## config.mk

```make
export PLATFORM = sky130hd
export DESIGN_NAME = mem_stage_access
export DESIGN_NICKNAME = d
export VERILOG_FILES = /design/src/rtl/mem_stage_access.sv
export SDC_FILE = /design/constraint.sdc
export NUM_CORES = 1
export LEC_CHECK = 0
export CAP_MARGIN = 20
export CELL_PAD_IN_SITES_DETAIL_PLACEMENT = 2
export CELL_PAD_IN_SITES_GLOBAL_PLACEMENT = 2
export CORE_UTILIZATION = 25
export DETAILED_ROUTE_END_ITERATION = 7
export PLACE_DENSITY_LB_ADDON = 0.25
export SLEW_MARGIN = 5
export SYNTH_ARGS = -nofsm -noshare
export SYNTH_HDL_FRONTEND = slang
export SYNTH_SLANG_ARGS = --single-unit
```

## constraint.sdc

```tcl
create_clock -name clock -period 2.3 [get_ports clock]
set_clock_uncertainty 0.05 [all_clocks]
set_input_delay 0.345 -clock clock [delete_from_list [all_inputs] [get_ports clock]]
set_output_delay 0.345 -clock clock [all_outputs]
set_load 0.02 [all_outputs]
```

## src/rtl/mem_stage_access.sv

```systemverilog
// ---------------------------------------------------------------------------
// mem_stage_access
//
// The MEM stage of the pipeline. It takes the registered EX/MEM fields and
// performs the data-memory access over a valid/ack port. While an access is
// outstanding it holds the upstream pipeline. Load data is aligned and
// extended here. The MEM/WB register at the end feeds writeback.
//
// Parameters
//   TIMEOUT        number of BUSY cycles without dmem_ack before the access
//                  is abandoned with bus_err (2..255)
//
// Ports
//   clock, reset   system clock; synchronous active-high reset
//   MEM_*          EX/MEM register fields (address/ALU result, store data,
//                  destination, control bits, access size, unsigned load)
//   dmem_*         data-memory request port (req/we/addr/be/wdata out,
//                  ack/rdata in)
//   stall          combinational hold for PC, IF/ID, ID/EX and EX/MEM
//   WB_*           registered writeback fields
//   misalign       one-cycle pulse: misaligned access dropped
//   bus_err        one-cycle pulse: access timed out
// ---------------------------------------------------------------------------
module mem_stage_access #(
  parameter int unsigned TIMEOUT = 16
) (
  input  logic        clock,
  input  logic        reset,
  input  logic [31:0] MEM_ALUResult,
  input  logic [31:0] MEM_D2,
  input  logic [4:0]  MEM_RD,
  input  logic        MEM_RegWrite,
  input  logic        MEM_MemRead,
  input  logic        MEM_MemWrite,
  input  logic [1:0]  MEM_Size,
  input  logic        MEM_Unsigned,
  output logic        dmem_req,
  output logic        dmem_we,
  output logic [31:0] dmem_addr,
  output logic [3:0]  dmem_be,
  output logic [31:0] dmem_wdata,
  input  logic        dmem_ack,
  input  logic [31:0] dmem_rdata,
  output logic        stall,
  output logic [4:0]  WB_RD,
  output logic [31:0] WB_Data,
  output logic        WB_RegWrite,
  output logic        misalign,
  output logic        bus_err
);

  typedef enum logic {IDLE, BUSY} state_t;

  localparam logic [7:0] TLAST = 8'(TIMEOUT - 1);

  state_t      state;
  logic [7:0]  tcount;

  logic        access;
  logic        is_load;
  logic        aligned;
  logic        timeout_hit;
  logic [1:0]  a;
  logic [3:0]  be_next;
  logic [31:0] wdata_next;
  logic [7:0]  byte_sel;
  logic [15:0] half_sel;
  logic [31:0] load_data;
  logic [31:0] wb_data_next;

  // NOTE: every signal written in this always_comb gets a value before any
  // branch. A path that leaves one unassigned would infer a latch.
  always_comb begin
    access       = MEM_MemRead | MEM_MemWrite;
    // A read+write combination is handled as a write.
    is_load      = MEM_MemRead & ~MEM_MemWrite;
    a            = MEM_ALUResult[1:0];
    aligned      = 1'b1;
    be_next      = 4'b1111;
    wdata_next   = MEM_D2;
    load_data    = dmem_rdata;

    byte_sel     = 8'(dmem_rdata >> {a, 3'b000});
    half_sel     = a[1] ? dmem_rdata[31:16] : dmem_rdata[15:0];

    unique case (MEM_Size)
      2'b00: begin
        be_next    = 4'b0001 << a;
        wdata_next = {4{MEM_D2[7:0]}};
        load_data  = MEM_Unsigned ? {24'h0, byte_sel}
                                  : {{24{byte_sel[7]}}, byte_sel};
      end
      2'b01: begin
        aligned    = ~a[0];
        be_next    = a[1] ? 4'b1100 : 4'b0011;
        wdata_next = {2{MEM_D2[15:0]}};
        load_data  = MEM_Unsigned ? {16'h0, half_sel}
                                  : {{16{half_sel[15]}}, half_sel};
      end
      default: begin
        // Size 2'b11 behaves as a word access.
        aligned    = (a == 2'b00);
      end
    endcase

    wb_data_next = is_load ? load_data : MEM_ALUResult;

    timeout_hit  = (state == BUSY) && !dmem_ack && (tcount == TLAST);

    // The stall drops in the ack cycle. EX/MEM then advances at the same
    // edge that retires the access, so the instruction is never re-issued.
    stall        = ((state == IDLE) && access && aligned) ||
                   ((state == BUSY) && !dmem_ack && !timeout_hit);
  end

  // NOTE: sequential state uses non-blocking assignments only. That way
  // every register samples pre-edge values, whatever the statement order.
  always_ff @(posedge clock) begin
    if (reset) begin
      state       <= IDLE;
      tcount      <= 8'd0;
      dmem_req    <= 1'b0;
      dmem_we     <= 1'b0;
      dmem_addr   <= 32'h0;
      dmem_be     <= 4'h0;
      dmem_wdata  <= 32'h0;
      WB_RD       <= 5'd0;
      WB_Data     <= 32'h0;
      WB_RegWrite <= 1'b0;
      misalign    <= 1'b0;
      bus_err     <= 1'b0;
    end else begin
      misalign <= 1'b0;
      bus_err  <= 1'b0;

      if (state == IDLE) begin
        if (access && !aligned) begin
          // Drop the access. Nothing is requested and nothing is written back.
          misalign    <= 1'b1;
          WB_RD       <= MEM_RD;
          WB_RegWrite <= 1'b0;
          WB_Data     <= 32'h0;
        end else if (access) begin
          dmem_req    <= 1'b1;
          dmem_we     <= MEM_MemWrite;
          dmem_addr   <= {MEM_ALUResult[31:2], 2'b00};
          dmem_be     <= be_next;
          dmem_wdata  <= wdata_next;
          tcount      <= 8'd0;
          state       <= BUSY;
          WB_RegWrite <= 1'b0;          // bubble while the access is pending
        end else begin
          WB_RD       <= MEM_RD;
          WB_RegWrite <= MEM_RegWrite;
          WB_Data     <= MEM_ALUResult;
        end
      end else begin
        // BUSY: the dmem_* outputs stay put until the access ends.
        if (dmem_ack) begin
          dmem_req    <= 1'b0;
          WB_RD       <= MEM_RD;
          WB_RegWrite <= MEM_RegWrite;
          WB_Data     <= wb_data_next;
          state       <= IDLE;
        end else if (timeout_hit) begin
          dmem_req    <= 1'b0;
          bus_err     <= 1'b1;
          WB_RD       <= MEM_RD;
          WB_RegWrite <= 1'b0;
          WB_Data     <= 32'h0;
          state       <= IDLE;
        end else begin
          tcount      <= tcount + 8'd1;
          WB_RegWrite <= 1'b0;
        end
      end
    end
  end

endmodule

```

======== Yosys cells after proc, flatten, opt, wreduce, memory -nomap -nowiden ========
Index checks and enable logic that the tools add are counted.
word-level totals
  flip-flop bits (word level) ............. 117
  bits in latches ......................... 0
  memory bits (writable) .................. 0
  memory bits (read-only) ................. 0
  bits of input ports ..................... 110
  output and inout bits ................... 111
  word-level logic and storage cells ...... 87
  memories kept ........................... 0
cells by class
  $add $sub $neg .......................... 1
  $mul .................................... 0
  div/mod/pow operators ................... 0
  magnitude comparators ................... 0
  eq/ne operators ......................... 7
  shift operators ......................... 2
  mux-type cells .......................... 40
  bitwise logic cells ..................... 6
  reduce and logical (&&, ||, !) cells .... 19
operators by type and width
  kind                                                                      count
  32-bit 2-to-1 mux                                                         8
  32-bit case mux with 2 select lines                                       2
  8-bit 2-to-1 mux                                                          5
  32-bit by 5-bit right shift with 8-bit output                             1
  5-bit 2-to-1 mux                                                          5
  1-bit 2-to-1 mux                                                          16
  16-bit 2-to-1 mux                                                         1
  8-bit by 1-bit adder with 8-bit output (second input constant)            1
  8-bit by 4-bit equality test with 1-bit output (second input constant)    1
  4-bit case mux with 2 select lines                                        1
  1-bit logical AND                                                         6
  2-bit inequality test (second input constant)                             3
  3-bit by 2-bit inequality test with 1-bit output (second input constant)  2
  3-bit AND reduction                                                       2
  2-bit zero test                                                           2
  4-bit 2-to-1 mux                                                          1
  1-bit NOT                                                                 4
  4-bit AND reduction                                                       1
  1-bit by 2-bit left shift with 4-bit output (first input constant)        1
  1-bit zero test                                                           3
  3-bit OR reduction                                                        1
  2-bit by 1-bit equality test with 1-bit output (second input constant)    1
  1-bit case mux with 2 select lines                                        1
  2-bit AND reduction                                                       1
  other kinds (5)                                                           5

======== Depth between registers and ports, before layout ========
  depth in word-level cells ............... 6
  mapped depth ............................ 8
  gate-level depth less buffers ........... 5

======== Worst setup path before layout ========
No wires, ideal clock.
  kind .................................... reg2out
  start ................................... register tcount[0]
  end ..................................... output port stall
  data arrival time ....................... 1.637 ns
  required time ........................... 1.905 ns
  slack ................................... 0.268 ns
  stages on the path, launching flop included .. 8
  buffers on the path ..................... 2
  cells stage by stage .................... dfxtp_1 -> ha_1 -> and3_1 -> clkbuf_1 -> a21oi_1 -> nor2_2 -> buf_2 -> inv_1
on the way
  longest elaborated chain between the ends .. 5
RTL lines
  element                                         RTL line  RTL
  start: declaration                              57        logic [7:0] tcount;
  start signal: assignment                        173       tcount <= tcount + 8'd1;
  8-bit by 4-bit equality test with 1-bit output  108       timeout_hit = (state == BUSY) && !dmem_ack && (tcount == TLAST);
  1-bit logical AND                               108
  1-bit zero test                                 113       ((state == BUSY) && !dmem_ack && !timeout_hit);
  1-bit logical AND                               113
  1-bit logical OR                                112       stall = ((state == IDLE) && access && aligned) ||
  end: declaration                                44        output logic stall,
Every way passes these cells.

======== Worst setup path after layout ========
Same ends and word-level chain as after synthesis.

==> results.md <==
* Status: complete, no violations
* Post-synth EDFFs at 0
* Initial antenna violation count at 3
* Primary FF master, synth: dfxtp_1
* Worst setup EP type: output port
* Fmax at 473 MHz
* Die area at 24600 um2
* Placement row count at 56
* Chip height at 157 um
* HP Class: in -> reg
* Fin Hold WS at 371 ps
* ANT nets after route at 0
* Critical Path Fanout Max at 4
* CTS max path bufs at 2
* Seq/Total Area, Yosys at 39.0%
* Leak at 0.00335 uW
* Post-Syn Instances at 717
* Commonest cells post-synth: nand2_1 (133), dfxtp_1 (117), a21oi_1 (91)
* Slowest stage delay, CP at 350 ps
* Top cells by area, synth: dfxtp_1 (39%), nand2_1 (8.3%), a21oi_1 (7.6%), a311oi_1 (4.5%), mux2i_1 (3.2%)
* Leading area contributor after synthesis: dfxtp_1
* Vias per cell at 5.09
* Critical path arrival at 1720 ps
* Netlist cell types at 59
* Max IR drop VDD at 388 uV
* Layout Cells excl Fill at 1271
* Power density over the cells at 719 nW/um2
* # DRC at 0
* MaxCap Viol Count at 0
* Actual slew at the worst max-slew pin at 602 ps
* Final Util at 40.0%
* # fillers at 2614
* I/O Buffers at 218
* P&R area growth vs syn at 56.3%
* Async S/R FF share, synth at 0%
* Die Wd at 157 um
* DRT iter0 DRCs at 258
* Cts bufs inserted at 17
* Drt first pass iters at 4
* Final hold vios at 0
* Fin Setup TNS at 0 ps
* Core box area at 23500 um2
* Avg Cell Area, Syn at 8.37 um2
* Clk pin slew, worst setup/hold paths at 60 ps
* First-pass GRT wire length at 40900 um
* Critical path launch point type: register
* # clock sinks at 117
* Ports at 221
* Final min period at 2110 ps
* Initial Utilization at 25.6%
* Dpl hpwl at 19100 um
* Largest net degree at the start of global routing at 58
* Count leader, synth: nand2_1
* Htree depth at 4
* Skew-Pair Late Insertion Delay at 420 ps
* RSZ-0062 raised after global routing: no
* Placer Congestion at 0.785
* Overall Global Routing Usage at 22.0%
* FF-to-FF setup slack at 340 ps
* Slowest stage cell, crit path: dfxtp_2
* Area of the mapped netlist at 6000 um2
* WP data required at 1900 ps
* #FFs+latches synth at 117
* Setup CP Type: reg -> out
* CTS tree: done
* Overflow after GRT at 0
* Yosys top cell area share at 39.0%
* Final Max Tran Viols at 0
* Wirelength, routed at 26600 um
* Total Power at 6740 uW
* Nets at 1049
* # Post-CTS Setup Buffers at 0
* Critical path, cell by cell: ha_2 -> and3_1 -> a21oi_1 -> buf_4 -> nor2_4 -> inv_1 -> clkbuf_2
* Normalized max-slew margin at 59.9%
* Vias in the first global route at 6901
* Routed length per placed instance at 21.0 um
* Final Cycle Share at 91.9%
* Final Setup Violations at 0
* Layout cells sized above 1 at 15.7%
* Via count at 6470
* YS warnings at 0
* Root Driver: clkbuf_16
* Placed Cells at 1238
[area by class of cell]
| cell class | instances | area [um2] | area share, % |
|---|---|---|---|
| inverter | 7 | 26.3 | 0.280 |
| tap | 319 | 399 | 4.26 |
| clock inverter | 13 | 156 | 1.67 |
| antenna | 1 | 2.50 | 0.0267 |
| multi-input combinational | 516 | 3270 | 34.9 |
| clock buffer | 19 | 443 | 4.72 |
| sequential | 117 | 2340 | 25.0 |
| timing repair buffer | 279 | 2740 | 29.2 |
[per-stage QoR]
stage	setup slack, ps	cell area [um2]
detailed placement	-225	8780
CTS	19.6	9380
floorplan	268	6000
global placement	-149	8780
global route	66.7	9380
finish	187	9380
[kinds of logic after synthesis]
kind of cell | synth area share, %
xor+xnor | 0.146
mux | 5.23
fa+ha+maj | 0.209
compound gates | 30.4
simple gates | 18.0
buf+inv | 6.92
other cells | 0.0625
flops | 39.0
[report_power, final]
part / switching (uW) / total, uW / internal, uW
registers: 93.2 / 2290 / 2200
logic: 932 / 1700 / 770
clock network: 1020 / 2750 / 1730
total: 2050 / 6740 / 4700
[state kept, by name, summed over array words and instances (netlist names)]
signal / count
WB_RD: 5
dmem_we: 1
dmem_addr: 30
WB_Data: 32
dmem_be: 4
state: 1
tcount: 8
bus_err: 1
dmem_req: 1
dmem_wdata: 32
misalign: 1
WB_RegWrite: 1
[what timing repair did]
| action | in CTS | in global routing |
|---|---|---|
| hold buffers | 0 | 0 |
| endpoints found under the hold margin | 0 | 0 |
| endpoints found under the setup margin | 1 | 1 |
| gates resized for setup | 5 | 1 |
[per-layer routing]
layer / track usage (%) / share of wire (%)
met5: 0 / 0.056
met4: 8.12 / 2.0
met3: 6.91 / 7.6
met2: 36.3 / 47
met1: 26.6 / 43
[cell usage in the layout, fill, tap and decap left out, types with 9 or more instances in the layout]
cell type / n
nor2_1: 37
a311oi_1: 31
a31oi_1: 15
nand2_1: 133
clkdlybuf4s50_1: 214
mux2i_1: 19
buf_4: 53
o21ai_0: 33
mux2_2: 9
a311oi_2: 11
a311o_1: 14
dfxtp_1: 115
nand3_1: 26
clkbuf_16: 17
o221ai_2: 10
buf_12: 9
a21oi_1: 91
a211oi_1: 11
[final timing paths]
check	startpoint	to	depth (start not counted)
setup / recovery	tcount[0]	stall	7
hold / removal	reset	state	2
setup reg to reg	tcount[0]	WB_Data[9]	7
hold reg to reg	dmem_wdata[29]	dmem_wdata[29]	2
[worst max-delay path: cells and delay by family (launching register included)]
| family | cells | cell delay, ps |
|---|---|---|
| AND/OR/NAND/NOR | 2 | 320 |
| buffers and inverters | 3 | 350 |
| AO/OA/AOI/OAI | 1 | 90 |
| adder cells (fa/ha/maj) | 1 | 200 |
| flip-flops | 1 | 350 |
(Power assumes the default switching activity.)
